**config.mk**
```make
export PLATFORM = sky130hd
export DESIGN_NAME = lif_neuron_array
export DESIGN_NICKNAME = d
export VERILOG_FILES = /design/src/rtl/lif_pkg.sv /design/src/rtl/lif_neuron_array_core.sv /design/src/rtl/lif_neuron_array.sv
export SDC_FILE = /design/constraint.sdc
export NUM_CORES = 2
export LEC_CHECK = 0
export BUFFER_PORTS_ARGS = -buffer_cell sky130_fd_sc_hd__buf_4
export CORE_ASPECT_RATIO = 1.25
export CORE_MARGIN = 2
export CORE_UTILIZATION = 58
export DETAILED_ROUTE_END_ITERATION = 8
export GPL_TIMING_DRIVEN = 0
export PLACE_DENSITY = 0.77
export SYNTH_ARGS = -nofsm -noshare
export SYNTH_HDL_FRONTEND = slang
export SYNTH_SLANG_ARGS = --single-unit
```
**constraint.sdc**
```tcl
create_clock -name clk -period 28.9 [get_ports clk]
set_input_delay 1.445 -clock clk [delete_from_list [all_inputs] [get_ports clk]]
set_output_delay 1.445 -clock clk [all_outputs]
set_load 0.01 [all_outputs]
```
**src/rtl/lif_pkg.sv**
```systemverilog
// lif_pkg: shared fp16 constants, FSM state type and fp16 arithmetic helpers
// Helpers convert fp16 to an exact signed fixed-point value in units of 2^-24.
// Results are truncated toward zero, and subnormals are supported.
// Overflow saturates to infinity.
package lif_pkg;
  typedef enum logic {RUN, EMIT} state_t;
  localparam logic [15:0] FP_ONE  = 16'h3C00;
  localparam logic [15:0] FP_HALF = 16'h3800;
  localparam logic [15:0] FP_0P95 = 16'h3B99;
  function automatic logic signed [42:0] to_sfix(input logic [15:0] f);
    logic [4:0] e;
    logic [42:0] m;
    e = f[14:10];
    m = {32'd0, e != 5'd0, f[9:0]} << (e == 5'd0 ? 5'd0 : e - 5'd1);
    return f[15] ? -m : m;
  endfunction
  function automatic logic [15:0] from_fix(input logic s, input logic [57:0] x);
    int p;
    logic [57:0] y;
    p = 0;
    for (int i = 10; i < 58; i++) if (x[i]) p = i - 9;
    y = x >> (p == 0 ? 0 : p - 1);
    return x == 58'd0 ? 16'h0000 : p > 30 ? {s, 15'h7C00} : {s, 5'(p), y[9:0]};
  endfunction
  function automatic logic [15:0] float_mult(input logic [15:0] a, input logic [15:0] b);
    logic [85:0] p;
    p = 86'(to_sfix({1'b0, a[14:0]})) * 86'(to_sfix({1'b0, b[14:0]}));
    return from_fix(a[15] ^ b[15], 58'(p >> 24));
  endfunction
  function automatic logic [15:0] float_add(input logic [15:0] a, input logic [15:0] b);
    logic signed [42:0] s;
    logic [41:0] m;
    s = to_sfix(a) + to_sfix(b);
    m = 42'(s[42] ? -s : s);
    return from_fix(s[42], {16'd0, m});
  endfunction
  function automatic logic float_compare_gt(input logic [15:0] a, input logic [15:0] b);
    return to_sfix(a) > to_sfix(b);
  endfunction
endpackage

```
**src/rtl/lif_neuron_array_core.sv**
```systemverilog
// lif_update_core: combinational per-beat LIF update for one neuron
// Inputs:  v, th, r (neuron state), current, adapt_en
// Outputs: v_next, th_next, r_next, fire
module lif_update_core
  import lif_pkg::*;
#(
  parameter int REFRACT_STEPS = 2,
  parameter logic [15:0] THRESH_INIT = FP_ONE,
  parameter logic [15:0] LEAK = FP_HALF,
  parameter logic [15:0] DELTA_TH = FP_HALF,
  parameter logic [15:0] TH_DECAY = FP_0P95
) (
  input  logic [15:0] v,
  input  logic [15:0] th,
  input  logic [3:0]  r,
  input  logic [15:0] current,
  input  logic        adapt_en,
  output logic [15:0] v_next,
  output logic [15:0] th_next,
  output logic [3:0]  r_next,
  output logic        fire
);
  logic [15:0] v_int, th_dec;
  logic refr;
  always_comb begin
    refr = r != 4'd0;
    v_int = float_add(float_mult(v, LEAK), current);
    fire = !refr && float_compare_gt(v_int, th);
    th_dec = float_mult(th, TH_DECAY);
    v_next = (refr || fire) ? 16'h0000 : v_int;
    r_next = refr ? r - 4'd1 : fire ? 4'(REFRACT_STEPS) : 4'd0;
    th_next = !adapt_en ? THRESH_INIT : fire ? float_add(th, DELTA_TH) :
              float_compare_gt(th_dec, THRESH_INIT) ? th_dec : THRESH_INIT;
  end
endmodule

```
**src/rtl/lif_neuron_array.sv**
```systemverilog
// lif_neuron_array: time-multiplexed array of leaky integrate-and-fire neurons
// clk/reset (async, active-low), clear (sync), adapt_en selects adaptive threshold.
// in_valid/in_ready/in_current: one fp16 current beat per neuron, index 0..N-1.
// spike_valid/spike_ready/spike_vec: per-timestep spike vector handshake.
// step_count: completed timesteps.
module lif_neuron_array
  import lif_pkg::*;
#(
  parameter int N_NEURONS = 16,
  parameter int REFRACT_STEPS = 2,
  parameter logic [15:0] THRESH_INIT = FP_ONE,
  parameter logic [15:0] LEAK = FP_HALF,
  parameter logic [15:0] DELTA_TH = FP_HALF,
  parameter logic [15:0] TH_DECAY = FP_0P95
) (
  input  logic                 clk,
  input  logic                 reset,
  input  logic                 clear,
  input  logic                 adapt_en,
  input  logic                 in_valid,
  output logic                 in_ready,
  input  logic [15:0]          in_current,
  output logic                 spike_valid,
  input  logic                 spike_ready,
  output logic [N_NEURONS-1:0] spike_vec,
  output logic [15:0]          step_count
);
  localparam int IW = $clog2(N_NEURONS);
  state_t state, state_n;
  logic [15:0] v [N_NEURONS];
  logic [15:0] th [N_NEURONS];
  logic [3:0] r [N_NEURONS];
  logic [IW-1:0] idx;
  logic [15:0] v_n, th_n;
  logic [3:0] r_n;
  logic fire, acc, last;
  lif_update_core #(
    .REFRACT_STEPS(REFRACT_STEPS), .THRESH_INIT(THRESH_INIT),
    .LEAK(LEAK), .DELTA_TH(DELTA_TH), .TH_DECAY(TH_DECAY)
  ) u_core (
    .v(v[idx]), .th(th[idx]), .r(r[idx]), .current(in_current), .adapt_en(adapt_en),
    .v_next(v_n), .th_next(th_n), .r_next(r_n), .fire(fire)
  );
  assign in_ready = state == RUN;
  assign spike_valid = state == EMIT;
  assign acc = in_valid && in_ready;
  assign last = idx == IW'(N_NEURONS - 1);
  always_comb begin
    state_n = state;
    if (state == RUN && acc && last) state_n = EMIT;
    if (state == EMIT && spike_ready) state_n = RUN;
  end
  always_ff @(posedge clk or negedge reset)
    if (!reset) begin
      state <= RUN;
      idx <= '0;
      spike_vec <= '0;
      step_count <= '0;
      for (int i = 0; i < N_NEURONS; i++) begin
        v[i] <= '0;
        th[i] <= THRESH_INIT;
        r[i] <= '0;
      end
    end else if (clear) begin
      state <= RUN;
      idx <= '0;
      spike_vec <= '0;
      step_count <= '0;
      for (int i = 0; i < N_NEURONS; i++) begin
        v[i] <= '0;
        th[i] <= THRESH_INIT;
        r[i] <= '0;
      end
    end else begin
      state <= state_n;
      if (acc) begin
        idx <= last ? '0 : idx + 1'b1;
        v[idx] <= v_n;
        th[idx] <= th_n;
        r[idx] <= r_n;
        spike_vec[idx] <= fire;
      end
      if (spike_valid && spike_ready) step_count <= step_count + 16'd1;
    end
endmodule
```
After elaboration in Yosys (flattened, before gate mapping)

Index checks and enable logic that the tools add are counted.

Add/sub/neg operators: 22
Multipliers: 1
Divide/modulo/power cells: 0
Magnitude comparators: 10
Eq/ne operators: 1
Shifts and indexed selects: 10
Multiplexer cells: 210
Bitwise gates (word level): 2
Reduce and logical (&&, ||, !) cells: 33

Operators by type and width:

| cell                                                                  | count |
|---|---|
| 32-bit 2-to-1 mux                                                     | 35 |
| 256-bit 2-to-1 mux                                                    | 4 |
| 256-bit bitwise mux                                                   | 2 |
| 16-bit 2-to-1 mux                                                     | 17 |
| 5-bit 2-to-1 mux                                                      | 54 |
| 11-bit by 5-bit left shift with 43-bit output                         | 6 |
| 43-bit 2-to-1 mux                                                     | 5 |
| 43-bit negation                                                       | 5 |
| 16-bit binary-select mux with 4-bit select                            | 2 |
| 32-bit logical NOT                                                    | 4 |
| 64-bit 2-to-1 mux                                                     | 2 |
| 4-bit 2-to-1 mux                                                      | 31 |
| 58-bit logical NOT                                                    | 2 |
| 58-bit by 32-bit >> shifter with 10-bit output                        | 2 |
| 6-bit 2-to-1 mux                                                      | 19 |
| 42-bit logical NOT                                                    | 2 |
| 42-bit 2-to-1 mux                                                     | 2 |
| 42-bit negation                                                       | 2 |
| 42-bit by 32-bit >> shifter with 10-bit output                        | 2 |
| 64-bit bitwise mux                                                    | 1 |
| 16-bit demux with 4-bit select                                        | 1 |
| 15-bit 2-to-1 mux                                                     | 4 |
| 43-bit by 12-bit multiplier with 55-bit output, second input constant | 1 |
| 43-bit by 25-bit adder with 43-bit output, second input constant      | 1 |
| 33 further kinds                                                      | 83 |

Register bits after elaboration: 613
Latch bits: 0
Memory bits (writable): 0
Memory bits (read-only): 0
Input port bits: 22
Output and inout bits: 34
Word-level logic and storage cells: 341
Memories kept: 0

Logic depth before layout (Yosys ltp)

Depth in word-level cells: 101
Depth in mapped cells: 127
Mapped depth without buffers: 104

Cells and area by module

Synthesis repeated with hierarchy kept, for this count alone.

Cells, all modules: 9373
Area total of the unflattened synthesis: 70676.5 sq um

By module, submodules not included:

| module           | instances | cells an instance | area an instance (sq um) | sequential area each (sq um) |
|---|---|---|---|---|
| lif_update_core  | 1         | 6294              | 41597.4                  | 0.0 |
| lif_neuron_array | 1         | 3079              | 29079.1                  | 15419.8 |

Worst setup path after synthesis

No wires, ideal clock.

Path kind: flip-flop to flip-flop
Start: reg idx[3]
End: reg th[242] (netlist name)
Setup time: 0.066 ns
Arrival time: 22.811 ns
Data required time: 28.834 ns
Path slack: 6.023 ns
Stages on the path, launching flop included: 121
Path buffers: 23
Clock period less this slack: 22.877 ns
Path through: dfrtp_1 buf_2 buf_2 buf_2 mux4_2 nand3_1 nand4_2 inv_1 buf_2 ha_1 inv_1 o32ai_1 a21o_1 a31oi_4 inv_2 clkbuf_1 clkbuf_1 buf_1 [... 85 more ...] nor3_1 o21ai_0 nand2_1 a221oi_1 o21ai_0 xnor2_1 nand3_1 nor2_1 a21boi_0 nand2b_1 a21oi_1 clkbuf_1 and2_1 o21ai_0 nor2_1 a32o_1 clkbuf_1 a22o_1

Longest elaborated chain between the ends: 97
Elaborated cells between the ends (all ways): 242
Those cells by class: 17 x add/sub; 1 x mul; 8 x order compare; 9 x shift; 184 x mux; 1 x bitwise; 22 x reduce/logical

RTL lines:

| element                                                                          | RTL line                                       | RTL |
|---|---|---|
| from (decl)                                                                      | lif_neuron_array.sv:33                         | `logic [IW-1:0] idx;` |
| from (signal assigned)                                                           | lif_neuron_array.sv:77                         | `idx <= last ? '0 : idx + 1'b1;` |
| 4-bit inverter with 5-bit output (not written as such) *                         | lif_neuron_array.sv:41, lif_neuron_array.sv:79 |  |
| 16-bit binary-select mux with 4-bit select                                       | lif_neuron_array.sv:41                         | `.v(v[idx]), .th(th[idx]), .r(r[idx]), .current(in_current), .adapt_en(adapt_en),` |
| 16-bit 2-to-1 mux (not written as such) (2 in series)                            | lif_neuron_array.sv:41                         |  |
| 5-bit by 1-bit subtractor with 5-bit output or 5-bit logical NOT (tied branches) | lif_pkg.sv:14                                  | `m = {32'd0, e != 5'd0, f[9:0]} << (e == 5'd0 ? 5'd0 : e - 5'd1);` |
| 5-bit 2-to-1 mux                                                                 | lif_pkg.sv:14                                  |  |
| 11-bit by 5-bit left shift with 43-bit output                                    | lif_pkg.sv:14                                  |  |
| 1-bit 2-to-1 mux                                                                 | lif_pkg.sv:21                                  | `for (int i = 10; i < 58; i++) if (x[i]) p = i - 9;` |
| 32-bit 2-to-1 mux (31 in series)                                                 | lif_pkg.sv:21                                  |  |
| [... 49 more ...]                                                                | -                                              |  |
| 43-bit negation                                                                  | lif_pkg.sv:15                                  | `return f[15] ? -m : m;` |
| 43-bit 2-to-1 mux                                                                | lif_pkg.sv:15                                  |  |
| 43-bit > comparator                                                              | lif_pkg.sv:38                                  | `return to_sfix(a) > to_sfix(b);` |
| 1-bit logical AND                                                                | lif_neuron_array_core.sv:28                    | `fire = !refr && float_compare_gt(v_int, th);` |
| 16-bit 2-to-1 mux (2 in series)                                                  | lif_neuron_array_core.sv:32                    | `th_next = !adapt_en ? THRESH_INIT : fire ? float_add(th, DELTA_TH) :` |
| 256-bit bitwise mux *                                                            | lif_neuron_array.sv:79                         | `th[idx] <= th_n;` |
| 256-bit 2-to-1 mux *                                                             | lif_neuron_array.sv:76                         | `if (acc) begin` |
| 256-bit 2-to-1 mux *                                                             | lif_neuron_array.sv:64                         | `end else if (clear) begin` |
| to (signal, indexed assignment)                                                  | lif_neuron_array.sv:79                         |  |
| to (decl)                                                                        | lif_neuron_array.sv:31                         | `logic [15:0] th [N_NEURONS];` |

Every way passes the cells marked *; elsewhere a longest branch is shown, timed or not. The select of a mux whose other input is x is not followed.
A chain may end at the register's enable or synchronous reset.

Final worst setup path

Start: reg idx[1]
End: reg th[224] (netlist name)

Same word-level chain as after synthesis.

==> results.cfg <==
[cts]
cts_buffer_depth = 3
cts_root_buf = clkbuf_16
h-tree-depth = 2
clkSlewWorstSetupHoldPaths_ns = 0.07
cts_made_buffers = 56
cts_tree = built
clk-insertion-delay-late_ns = 0.68
cts.sinks = 613

[floorplanning]
die_h_um = 385.3
rows = 139
ios = 56
core_area_sq_um = 115100
start_util_pct = 58.61
fp.dieW_um = 309.1
die_area_sq_um = 119100

[sta]
fin_crit_sh_pct = 98.74
hold_viol = 0
setup_viol = 0
fmax_ghz = 0.03504
slew_headroom_pct = -2.188
hold_ws_ns = 0.4800
tightest_slew_ns = 1.522
finalMaxSlewViolations = 3
layout_min_cycle_time_ns = 28.54
fin_skew_ns = 0.05830

[hold_path]
hold_start = th[134]
holdPathStages = 2
hold_path_class = flip-flop to flip-flop
min_to = th[134]

[cells_and_area]
design_area_sq_um = 73170
area_growth_pct = 8.435
fin_nets = 8990
layout.cells.non_filler = 10060
drive_gt1_share_pct = 10.34

[setup_path]
rrSetupSlack_ns = 0.36
critPathRequiredTime_ns = 29.43
cp_common_cell = a21oi_1
worst_path_max_delay_cell = a21oi_1
worst_setup_path_start_kind = flip-flop
reg2regPathDepth = 112
r2r-start = idx[1]
slowest_delay_ns = 0.91
critPathMaxFanout = 12
crit_buf_inv = 25
critical-path-top-delay-family = compound AO/OA/AOI/OAI gates
timing.rr.end = th[224]
criticalPathCategory = flip-flop to flip-flop
critPathArrivalTime_ns = 29.07
end_kind = flip-flop

[global_route]
grt_use_total_pct = 49.00
antenna_found_initial = 8
grt_pass1_vias = 71630
grt_overflow = 0
grt_pass1_wl_um = 443000
grt_max_degree = 123

[synth]
syn_area_per_cell_sq_um = 8.126
seq_area_frac_synth_pct = 22.85
ys_ff_latch = 613
yosys_warnings = 0
synth_cell_types = 137
synth_edf_count = 0
ys_top_cells_by_count = 1103 x nand2_1, 714 x o21ai_0, 658 x nor2_1
synth.most_common_cell = nand2_1
synth_nets = 8839
yosys.area.top_type = dfrtp_1
syn_area_sq_um = 67470
synth_area_leaders = dfrtp_1 20%, nand2_1 6.1%, ha_1 6.0%
synth_top_area_share_pct = 20.36
async_reset_ff_share_pct = 100.0
synth_top_flop_cell = dfrtp_1
syn_inst = 8304

[route]
drc_errors = 0
drt_first_pass_iters = 7
ant_nets = 0
wire_per_inst_um = 29.60
via_per_inst = 7.349
via_count = 73910
drt_iter0_drc = 11010
routed_wl_um = 297700

[placement]
gp_congestion = 1.084
placed_cell_area_sq_um = 70040
io_buffers = 52
dp_cells = 9918
dp_hpwl_um = 226300

[flow_run]
drv_cap = 2

[outcome]
status = finished with violations
violations = max-capacitance violations, max-slew violations
==> layer usage <==
layer,part of all wire [%],GRT usage [%]
met3,12,14.95
met4,12,47.10
met1,33,53.89
met5,0.039,0.4896
met2,43,74.88
==> flip-flops by register name, summed over array words and instances (netlist names) <==
name         cells
step_count      16
v              256
spike_valid      1
th             256
spike_vec       16
idx              4
r               64
==> repair_timing <==
| item | 4_1_cts | 5_1_grt |
|---|---|---|
| pin swaps | 6 | 17 |
| setup buffers | 5 | 29 |
| endpoints found under the setup margin | 544 | 544 |
| hold buffers | 0 | 0 |
| resized for setup | 91 | 125 |
==> worst max path at each step <==
stage / start / endpoint / slack [ns] / cells past startpoint
2_1_floorplan: idx[3] / th[242] / 6.02 / 120
4_1_cts: idx[3] / th[184] / 0.01 / 103
3_3_place_gp: idx[1] / th[147] / -5.78 / 113
5_1_grt: idx[1] / th[97] / -0.08 / 108
3_5_place_dp: idx[1] / th[195] / -5.69 / 113
6_report: idx[1] / th[224] / 0.36 / 112
==> layout by cell type (no fill, tap or decap), drive strengths merged, types with 90 or more instances in the layout <==
master  count
nand2    1103
o21ai     753
nor2      665
dfrtp     549
clkbuf    447
a21oi     437
inv       420
ha        321
nand3     251
xnor2     243
buf       240
nor3      221
fa        192
a22o      178
mux4      168
mux2i     155
xor2      124
a31oi     116
a21o      100
a211oi     91
nand4      90
==> cells by family (layout without fill, tap and decap cells) <==
group	after synthesis	count (layout)	synth area share, %
simple gates	2907	2907	20.14
compound gates	2586	2586	25.95
buf+inv	943	1142	5.724
flops	613	613	22.85
fa+ha+maj	513	513	11.65
mux	375	375	8.871
xor+xnor	367	367	4.814
other cells	0	3	0
==> stage by stage <==
step	setup TNS [ns]	util [%]	setup WS [ns]
detailed placement	-2151.17	60.84	-5.689
global placement	-2218.41	60.63	-5.779
global route	-1.149	63.54	-0.08319
finish	0	63.55	0.3634
floorplan	0	-	6.023
CTS	0	62.86	0.01397
==> worst min-delay path, delay by kind of cell (launching register included) <==
family | cells | cell delay, ns
flops | 1 | 0.34
simple gates | 1 | 0.05
compound gates | 1 | 0.06
==> cell type report <==
class                   count  area, sq um
well taps                1551         1941
diodes                      3        7.507
fillers                  9868        41970
plain buffers             518         2333
repair buffers             97        884.6
flip-flops and latches    613        15420
clock inverters            34        379.1
clock buffers              72         1531
multi-input cells        6748        49080
inverters                 421         1588
Power is not shown: default switching activity piles up to over one toggle a cycle in this logic, so the estimate is an artifact.
